==> src/rtl/alu_issue_unit.sv <==
// alu_issue_unit: decodes ALU requests, sequences the registered ALU and
// returns result/flags with the request tag. Option: ALU_ISSUE_STATS_EN.
module alu_issue_unit #(
    parameter int TAG_W = 4
) (
    input  logic             clk,
    input  logic             rst_n,
    input  logic             req_valid,
    output logic             req_ready,
    input  logic [1:0]       req_aluop,
    input  logic [5:0]       req_funct,
    input  logic [31:0]      req_a,
    input  logic [31:0]      req_b,
    input  logic [TAG_W-1:0] req_tag,
    output logic [31:0]      alu_src1,
    output logic [31:0]      alu_src2,
    output logic [3:0]       alu_ctrl,
    input  logic [31:0]      alu_result,
    input  logic             alu_zero,
    input  logic             alu_cout,
    input  logic             alu_overflow,
    output logic             rsp_valid,
    input  logic             rsp_ready,
    output logic [31:0]      rsp_result,
    output logic             rsp_zero,
    output logic             rsp_cout,
    output logic             rsp_overflow,
    output logic             rsp_illegal,
`ifdef ALU_ISSUE_STATS_EN
    output logic [15:0]      op_count,
    output logic [15:0]      ovf_count,
`endif
    output logic [TAG_W-1:0] rsp_tag
);

    typedef enum logic [1:0] {
        IDLE    = 2'd0,
        ISSUE   = 2'd1,
        CAPTURE = 2'd2,
        RESP    = 2'd3
    } state_t;

    state_t state_q, state_d;

    logic [3:0]       dec_ctrl;
    logic             dec_illegal;
    logic             accept;
    logic             rsp_hs;

    logic [31:0]      src1_q, src2_q;
    logic [3:0]       ctrl_q;
    logic [31:0]      result_q;
    logic             zero_q, cout_q, ovf_q, illegal_q;
    logic [TAG_W-1:0] tag_q;

    assign req_ready = (state_q == IDLE);
    assign rsp_valid = (state_q == RESP);
    assign accept    = req_valid & req_ready;
    assign rsp_hs    = rsp_valid & rsp_ready;

    // Translate ALUOp/funct into the ALU control code, flag anything unknown
    always_comb begin
        dec_ctrl    = 4'b0000;
        dec_illegal = 1'b0;
        unique case (req_aluop)
            2'b00: dec_ctrl = 4'b0010;
            2'b01: dec_ctrl = 4'b0110;
            2'b10: begin
                unique case (req_funct)
                    6'b100000: dec_ctrl = 4'b0010;
                    6'b100010: dec_ctrl = 4'b0110;
                    6'b100100: dec_ctrl = 4'b0000;
                    6'b100101: dec_ctrl = 4'b0001;
                    6'b100111: dec_ctrl = 4'b1100;
                    6'b101010: dec_ctrl = 4'b0111;
                    default:   dec_illegal = 1'b1;
                endcase
            end
            default: dec_illegal = 1'b1;
        endcase
    end

    // Next-state: illegal ops skip the ALU and answer immediately
    always_comb begin
        state_d = state_q;
        unique case (state_q)
            IDLE: begin
                if (accept) begin
                    state_d = dec_illegal ? RESP : ISSUE;
                end
            end
            ISSUE:   state_d = CAPTURE;
            CAPTURE: state_d = RESP;
            RESP: begin
                if (rsp_ready) begin
                    state_d = IDLE;
                end
            end
            default: state_d = IDLE;
        endcase
    end

    // State register
    always_ff @(posedge clk or negedge rst_n) begin
        if (!rst_n) begin
            state_q <= IDLE;
        end else begin
            state_q <= state_d;
        end
    end

    // ALU drive registers: only a legal accept updates them
    always_ff @(posedge clk or negedge rst_n) begin
        if (!rst_n) begin
            src1_q <= '0;
            src2_q <= '0;
            ctrl_q <= '0;
        end else if (accept && !dec_illegal) begin
            src1_q <= req_a;
            src2_q <= req_b;
            ctrl_q <= dec_ctrl;
        end
    end

    // Response registers: tag on accept, ALU outputs in CAPTURE
    always_ff @(posedge clk or negedge rst_n) begin
        if (!rst_n) begin
            result_q  <= '0;
            zero_q    <= 1'b0;
            cout_q    <= 1'b0;
            ovf_q     <= 1'b0;
            illegal_q <= 1'b0;
            tag_q     <= '0;
        end else if (accept) begin
            tag_q <= req_tag;
            if (dec_illegal) begin
                result_q  <= '0;
                zero_q    <= 1'b0;
                cout_q    <= 1'b0;
                ovf_q     <= 1'b0;
                illegal_q <= 1'b1;
            end
        end else if (state_q == CAPTURE) begin
            result_q  <= alu_result;
            zero_q    <= alu_zero;
            cout_q    <= alu_cout;
            ovf_q     <= alu_overflow;
            illegal_q <= 1'b0;
        end
    end

    assign alu_src1     = src1_q;
    assign alu_src2     = src2_q;
    assign alu_ctrl     = ctrl_q;
    assign rsp_result   = result_q;
    assign rsp_zero     = zero_q;
    assign rsp_cout     = cout_q;
    assign rsp_overflow = ovf_q;
    assign rsp_illegal  = illegal_q;
    assign rsp_tag      = tag_q;

`ifdef ALU_ISSUE_STATS_EN
    logic [15:0] op_cnt_q, ovf_cnt_q;

    // Saturating counts of completed responses and overflowing ones
    always_ff @(posedge clk or negedge rst_n) begin
        if (!rst_n) begin
            op_cnt_q  <= '0;
            ovf_cnt_q <= '0;
        end else if (rsp_hs) begin
            if (op_cnt_q != 16'hFFFF) begin
                op_cnt_q <= op_cnt_q + 16'd1;
            end
            if (ovf_q && ovf_cnt_q != 16'hFFFF) begin
                ovf_cnt_q <= ovf_cnt_q + 16'd1;
            end
        end
    end

    assign op_count  = op_cnt_q;
    assign ovf_count = ovf_cnt_q;
`else
    logic unused_hs;
    assign unused_hs = rsp_hs;
`endif

endmodule

==> config.mk <==
export PLATFORM = sky130hd
export DESIGN_NAME = alu_issue_unit
export DESIGN_NICKNAME = d
export VERILOG_FILES = /design/src/rtl/alu_issue_unit.sv
export SDC_FILE = /design/constraint.sdc
export NUM_CORES = 1
export LEC_CHECK = 0
export CORE_ASPECT_RATIO = 0.5
export CORE_MARGIN = 4
export CORE_UTILIZATION = 49
export CTS_CLUSTER_SIZE = 30
export DETAILED_ROUTE_END_ITERATION = 16
export DONT_BUFFER_PORTS = 1
export GPL_ROUTABILITY_DRIVEN = 1
export PLACE_DENSITY = 0.63
export SLEW_MARGIN = 10
export SYNTH_ARGS = -nofsm -noshare
export SYNTH_HDL_FRONTEND = slang
export SYNTH_SLANG_ARGS = --single-unit
==> constraint.sdc <==
create_clock -name clk -period 5.4 [get_ports clk]
set_input_delay 0.27 -clock clk [delete_from_list [all_inputs] [get_ports clk]]
set_output_delay 0.27 -clock clk [all_outputs]
set_load 0.02 [all_outputs]
**Word-level counts from Yosys, hierarchy flattened**

Index checks and enable logic that the tools add are counted.

- Bits in writable memories: 0
- Bits in read-only memories: 0
- Memories kept: 0
- Flip-flop bits (word level): 110
- Latch bits: 0
- Output and inout bits: 110
- Word-level logic and storage cells: 55

- Eq/ne operators: 14
- Shifts and indexed selects: 0
- $add $sub $neg: 0
- $mul: 0
- Reduce and logical (&&, ||, !) cells: 9
- Multiplexer cells: 21
- Div/mod/pow operators: 0
- Order comparisons: 0
- Bitwise gates (word level): 1

Operators by type and width:

| operator | number |
|---|---|
| $mux W32 | 3 |
| $eq A6 B6 Y1 const B | 6 |
| $pmux W4 S5 | 1 |
| $pmux W4 S3 | 1 |
| $mux W1 | 11 |
| $pmux W2 S4 | 1 |
| $eq A2 B2 Y1 const B | 3 |
| $mux W2 | 3 |
| $reduce_or A6 Y1 | 1 |
| $eq A2 B1 Y1 const B | 2 |
| $logic_not A2 Y1 | 2 |
| $ne A2 B1 Y1 const B | 2 |
| $reduce_and A2 Y1 | 2 |
| $ne A2 B2 Y1 const B | 1 |
| $pmux W1 S2 | 1 |
| $reduce_bool A2 Y1 | 1 |
| $reduce_or A2 Y1 | 1 |
| $and A1 B1 Y1 | 1 |
| $logic_and A1 B1 Y1 | 1 |
| $logic_not A1 Y1 | 1 |

**Depth between registers and ports, before layout**

- Depth after elaboration: 7
- Gate-level depth with buffers: 8
- Mapped depth without buffers: 6

**Worst setup path after synthesis**

OpenSTA, ideal clock, no wires.

- Path type: reg2reg
- Start: reg state_q[0]
- End: reg ctrl_q[2], in the netlist alu_ctrl[2]
- Arrival: 1.929 ns
- Library setup time: 0.125 ns
- Clock period less this slack: 2.054 ns
- Buffers on the path: 2
- Slack: 3.346 ns
- Stages on the path, launching flop included: 8
- Path through: dfrtp_1 > inv_1 > ha_1 > nand2_1 > a31oi_4 > buf_6 > buf_12 > mux2_4

- Word-level cells in the longest chain between the ends: 3

Ends and longest elaborated chain:

| item | line | source |
|---|---|---|
| start: declaration | 43 | `state_t state_q, state_d;` |
| start signal: assignment | 108 | `state_q <= state_d;` |
| $logic_not A2 Y1 | 56 | `assign req_ready = (state_q == IDLE);` |
| via req_ready | 9 | `output logic req_ready,` |
| $and A1 B1 Y1 | 58 | `assign accept = req_valid & req_ready;` |
| $logic_and A1 B1 Y1 | 118 | `end else if (accept && !dec_illegal) begin` |
| end signal: assignment | 121 | `ctrl_q <= dec_ctrl;` |
| end: declaration | 51 | `logic [3:0] ctrl_q;` |

The timed path passes the listed nets, and every way through them passes these cells.
A chain may end at the register's enable or synchronous reset.

**Worst setup path after layout**

- Start: reg state_q[0]
- End: reg src1_q[0], in the netlist alu_src1[0]

- Word-level cells in the longest chain between the ends: 3

Ends and longest elaborated chain:

| item | line | source |
|---|---|---|
| $logic_not A2 Y1 | 56 |  |
| via req_ready | 9 |  |
| $and A1 B1 Y1 | 58 |  |
| $logic_and A1 B1 Y1 | 118 |  |
| end signal: assignment | 119 | `src1_q <= req_a;` |
| end: declaration | 50 | `logic [31:0] src1_q, src2_q;` |

The timed path passes the listed nets, and every way through them passes these cells.

==> impl_metrics.tcl <==
set metrics [dict create \
    timing.final.crit_period_ns 2.86 \
    maxSlewHeadroom_pct 25.5 \
    clkLatencyLatePin_ns 0.33 \
    vias_per_cell 5.62 \
    drt-met1-wl_um 3590 \
    r2r_slack_ns 2.54 \
    grt_pass1_vias 2834 \
    tns_ns 0 \
    synth_cell_types 33 \
    syn_nets 468 \
    overflow 0 \
    post_drt_wl_per_cell_um 21.2 \
    root_buffer "clkbuf_16" \
    syn_avg_cell_area_um2 13.3 \
    finalHoldViolCount 0 \
    crit_chain "inv_1 > ha_1 > nand2_1 > a31oi_4 > buf_4 > mux2_2" \
    io_buffers 0 \
    die-area_mm2 0.0112 \
    clk_pin_slew_worst_paths_ns 0.07 \
    min_period_over_period_pct 53.0 \
    drt-total-wl_um 9930 \
    drtIter0Drc 126 \
    hpwl_um 7260 \
    place_area_mm2 0.00464 \
    clock_path_buffers 2 \
    routabilityCongestion 0.818 \
    cts.sinks 110 \
    worstMarginPinSlew_ns 1.11 \
    leakage_nw 2.22 \
    cts.repair.resized 0 \
    die_height_um 76.8 \
    vdd_drop_max_mv 0.248 \
    seqCellArea_mm2 0.00275 \
    fin_area_mm2 0.00495 \
    cts_buffers 9 \
    ys_ff_latch 110 \
    setup_viol 0 \
    vias 2637 \
    drt_pass1_iterations 4 \
    fillers 754 \
    drc 0 \
    core-area_mm2 0.00895 \
    final_util_pct 55.3 \
    worst_r2r_path_depth 6 \
    ys_seq_area_share_pct 59.3 \
    reg2reg_to "alu_src1[0]$_DFFE_PN0P_" \
    area_growth_pct 6.63 \
    rsz0062_at_grt "false" \
    wl_met2_um 5200 \
    syn_inst 350 \
    outcome "completed" \
    met3_length_um 939 \
    crit_slowest_cell "buf_4" \
    cts_htree_levels 3 \
    final_nets 466 \
    grt_pass1_wl_um 16000 \
    antenna_found_initial 0 \
    maxCapViolCount 0 \
    yosys_warnings 0 \
    cts_tree "done" \
    pwr_density_cell_mw_per_mm2 691 \
    finClkSkew_ns 0.00681 \
    crit_path_end_kind "flip-flop" \
    ant_nets 0 \
    crit_type "flip-flop to flip-flop" \
    cp-endpoint "alu_src1[0]$_DFFE_PN0P_" \
    grt_max_degree 111 \
    rows 24 \
    r2r_start "state_q[0]$_DFFE_PN0P_" \
    start_kind "flip-flop" \
    slowest_delay_ns 0.80 \
    antenna_cells 0 \
    top_layer "met4" \
    grt_usage_pct 17.9 \
    io-pin-count 225 \
    clock.fmax_mhz 349 \
    cp_max_fo 66 \
    cp.required_ns 5.62 \
    drive_above_1_share_pct 26.1 \
    multi_input_area_mm2 0.00170 \
    start_util_pct 51.9 \
    synth_area_mm2 0.00464 \
    arrival_ns 3.08 \
    die_w_um 146 \
    drv_slew 0 \
    startpoint "state_q[0]$_DFFE_PN0P_" \
    hp-class "input pin to flip-flop" \
]
per-stage QoR:
step | instances | total power [mW] | hold WS, ns | setup WS, ns
after floorplan | 350 | 2.64 | -0.0256 | 3.35
after global placement | 452 | 2.78 | -0.0233 | 2.67
after detailed placement | 452 | 2.84 | -0.0231 | 2.55
after CTS | 469 | 3.47 | 0.0437 | 2.54
after global routing | 469 | 3.62 | 0.0363 | 2.34
final | 469 | 3.42 | 0.0542 | 2.54
report_power, final:
| part | internal (mW) | switching (mW) | total [mW] |
|---|---|---|---|
| registers | 1.22 | 0.786 | 2.00 |
| clock network | 0.326 | 0.276 | 0.602 |
| logic | 0.462 | 0.351 | 0.813 |
| total | 2.00 | 1.41 | 3.42 |
placed cells by master, fill, tap and decap left out:
master	n
or4b_1	1
clkinv_2	1
o311a_1	1
mux2_4	40
a211o_1	1
inv_1	6
o31ai_1	1
a21boi_0	1
ha_1	3
nand2_1	79
nor2_1	1
nor3_1	1
clkinv_4	1
a21oi_1	37
and2_1	2
inv_6	2
o21ai_1	1
nor3_4	1
nor2b_1	2
clkbuf_8	1
mux2i_1	1
a31oi_4	1
dfrtp_1	110
buf_4	2
nand4bb_1	1
clkbuf_16	9
mux2_2	30
nand3_2	1
clkbuf_1	1
nor4b_2	1
a21o_1	2
dlygate4sd3_1	1
o32a_1	2
and4bb_2	1
o22ai_1	3
buf_16	1
nand3_1	2
synth_stat cells:
cell,n,area share [%]
dfrtp_1,110,59
nand2_1,79,6.4
mux2_4,40,13
a21oi_1,37,4.0
mux2_2,30,7.3
inv_1,6,0.49
buf_12,4,1.7
buf_2,4,0.43
buf_6,4,0.97
clkbuf_1,3,0.24
ha_1,3,0.81
o22ai_1,3,0.40
a21o_1,2,0.32
and2_1,2,0.27
buf_4,2,0.32
nand3_1,2,0.22
nor2b_1,2,0.27
o32a_1,2,0.43
a211o_1,1,0.19
a21boi_0,1,0.16
a31oi_4,1,0.46
and4bb_2,1,0.27
mux2i_1,1,0.22
nand3_2,1,0.22
nand4bb_1,1,0.24
nor2_1,1,0.081
nor3_1,1,0.11
nor3_2,1,0.22
nor4b_2,1,0.32
o21ai_1,1,0.11
o311a_1,1,0.22
o31ai_1,1,0.16
or4b_1,1,0.22
cell families after synthesis:
family	count (synthesis)	share of synthesized area, %
flops	110	59.3
simple gates	93	8.82
mux	71	20.4
compound gates	50	6.44
buf+inv	23	4.18
fa+ha+maj	3	0.809
what timing repair did:
item	4_1_cts	5_1_grt
hold endpoints to repair	110	0
buffers inserted	0	0
hold buffers	2	0
critical path: cells and delay by family, from the launching register on:
kind                       cells  cell delay [ns]
buffers and inverters          2             0.89
muxes                          1             0.42
DFF                            1             0.40
adders and majority gates      1             0.40
and+or+nand+nor                1             0.36
AOI/OAI and AO/OA              1             0.23
worst min-delay path by stage:
stage | to | cells after the start | slack (ns) | start
final | rsp_result[11]$_DFFE_PN0P_ | 2 | 0.05 | alu_result[11]
after detailed placement | rsp_result[22]$_DFFE_PN0P_ | 0 | -0.02 | rst_n
after CTS | rsp_result[11]$_DFFE_PN0P_ | 2 | 0.04 | alu_result[11]
after floorplan | alu_ctrl[0]$_DFFE_PN0P_ | 0 | -0.03 | rst_n
after global routing | rsp_result[12]$_DFFE_PN0P_ | 2 | 0.04 | alu_result[12]
after global placement | rsp_illegal$_DFFE_PN0P_ | 0 | -0.02 | rst_n
registers in the layout, indices dropped and copies added, names as in the netlist:
| register | count |
|---|---|
| alu_src1 | 32 |
| alu_src2 | 32 |
| rsp_result | 32 |
| alu_ctrl | 4 |
| rsp_tag | 4 |
| state_q | 2 |
| rsp_cout | 1 |
| rsp_illegal | 1 |
| rsp_overflow | 1 |
| rsp_zero | 1 |
routing by layer:
layer | up-vias | track usage, %
met1 | 1295 | 19.6
met5 | - | 0
met2 | 135 | 31.4
met3 | 16 | 8.13
met4 | 0 | 5.68
li1 | 1191 | -
final cells by class:
| type | count | area share (%) |
|---|---|---|
| inverters | 6 | 0.455 |
| clock buffers | 11 | 4.91 |
| well taps | 117 | 2.96 |
| clock inverters | 4 | 0.632 |
| multi-input cells | 217 | 34.4 |
| flip-flops and latches | 110 | 55.6 |
| repair buffers | 4 | 1.06 |
Power figures use the tool's default switching activity.
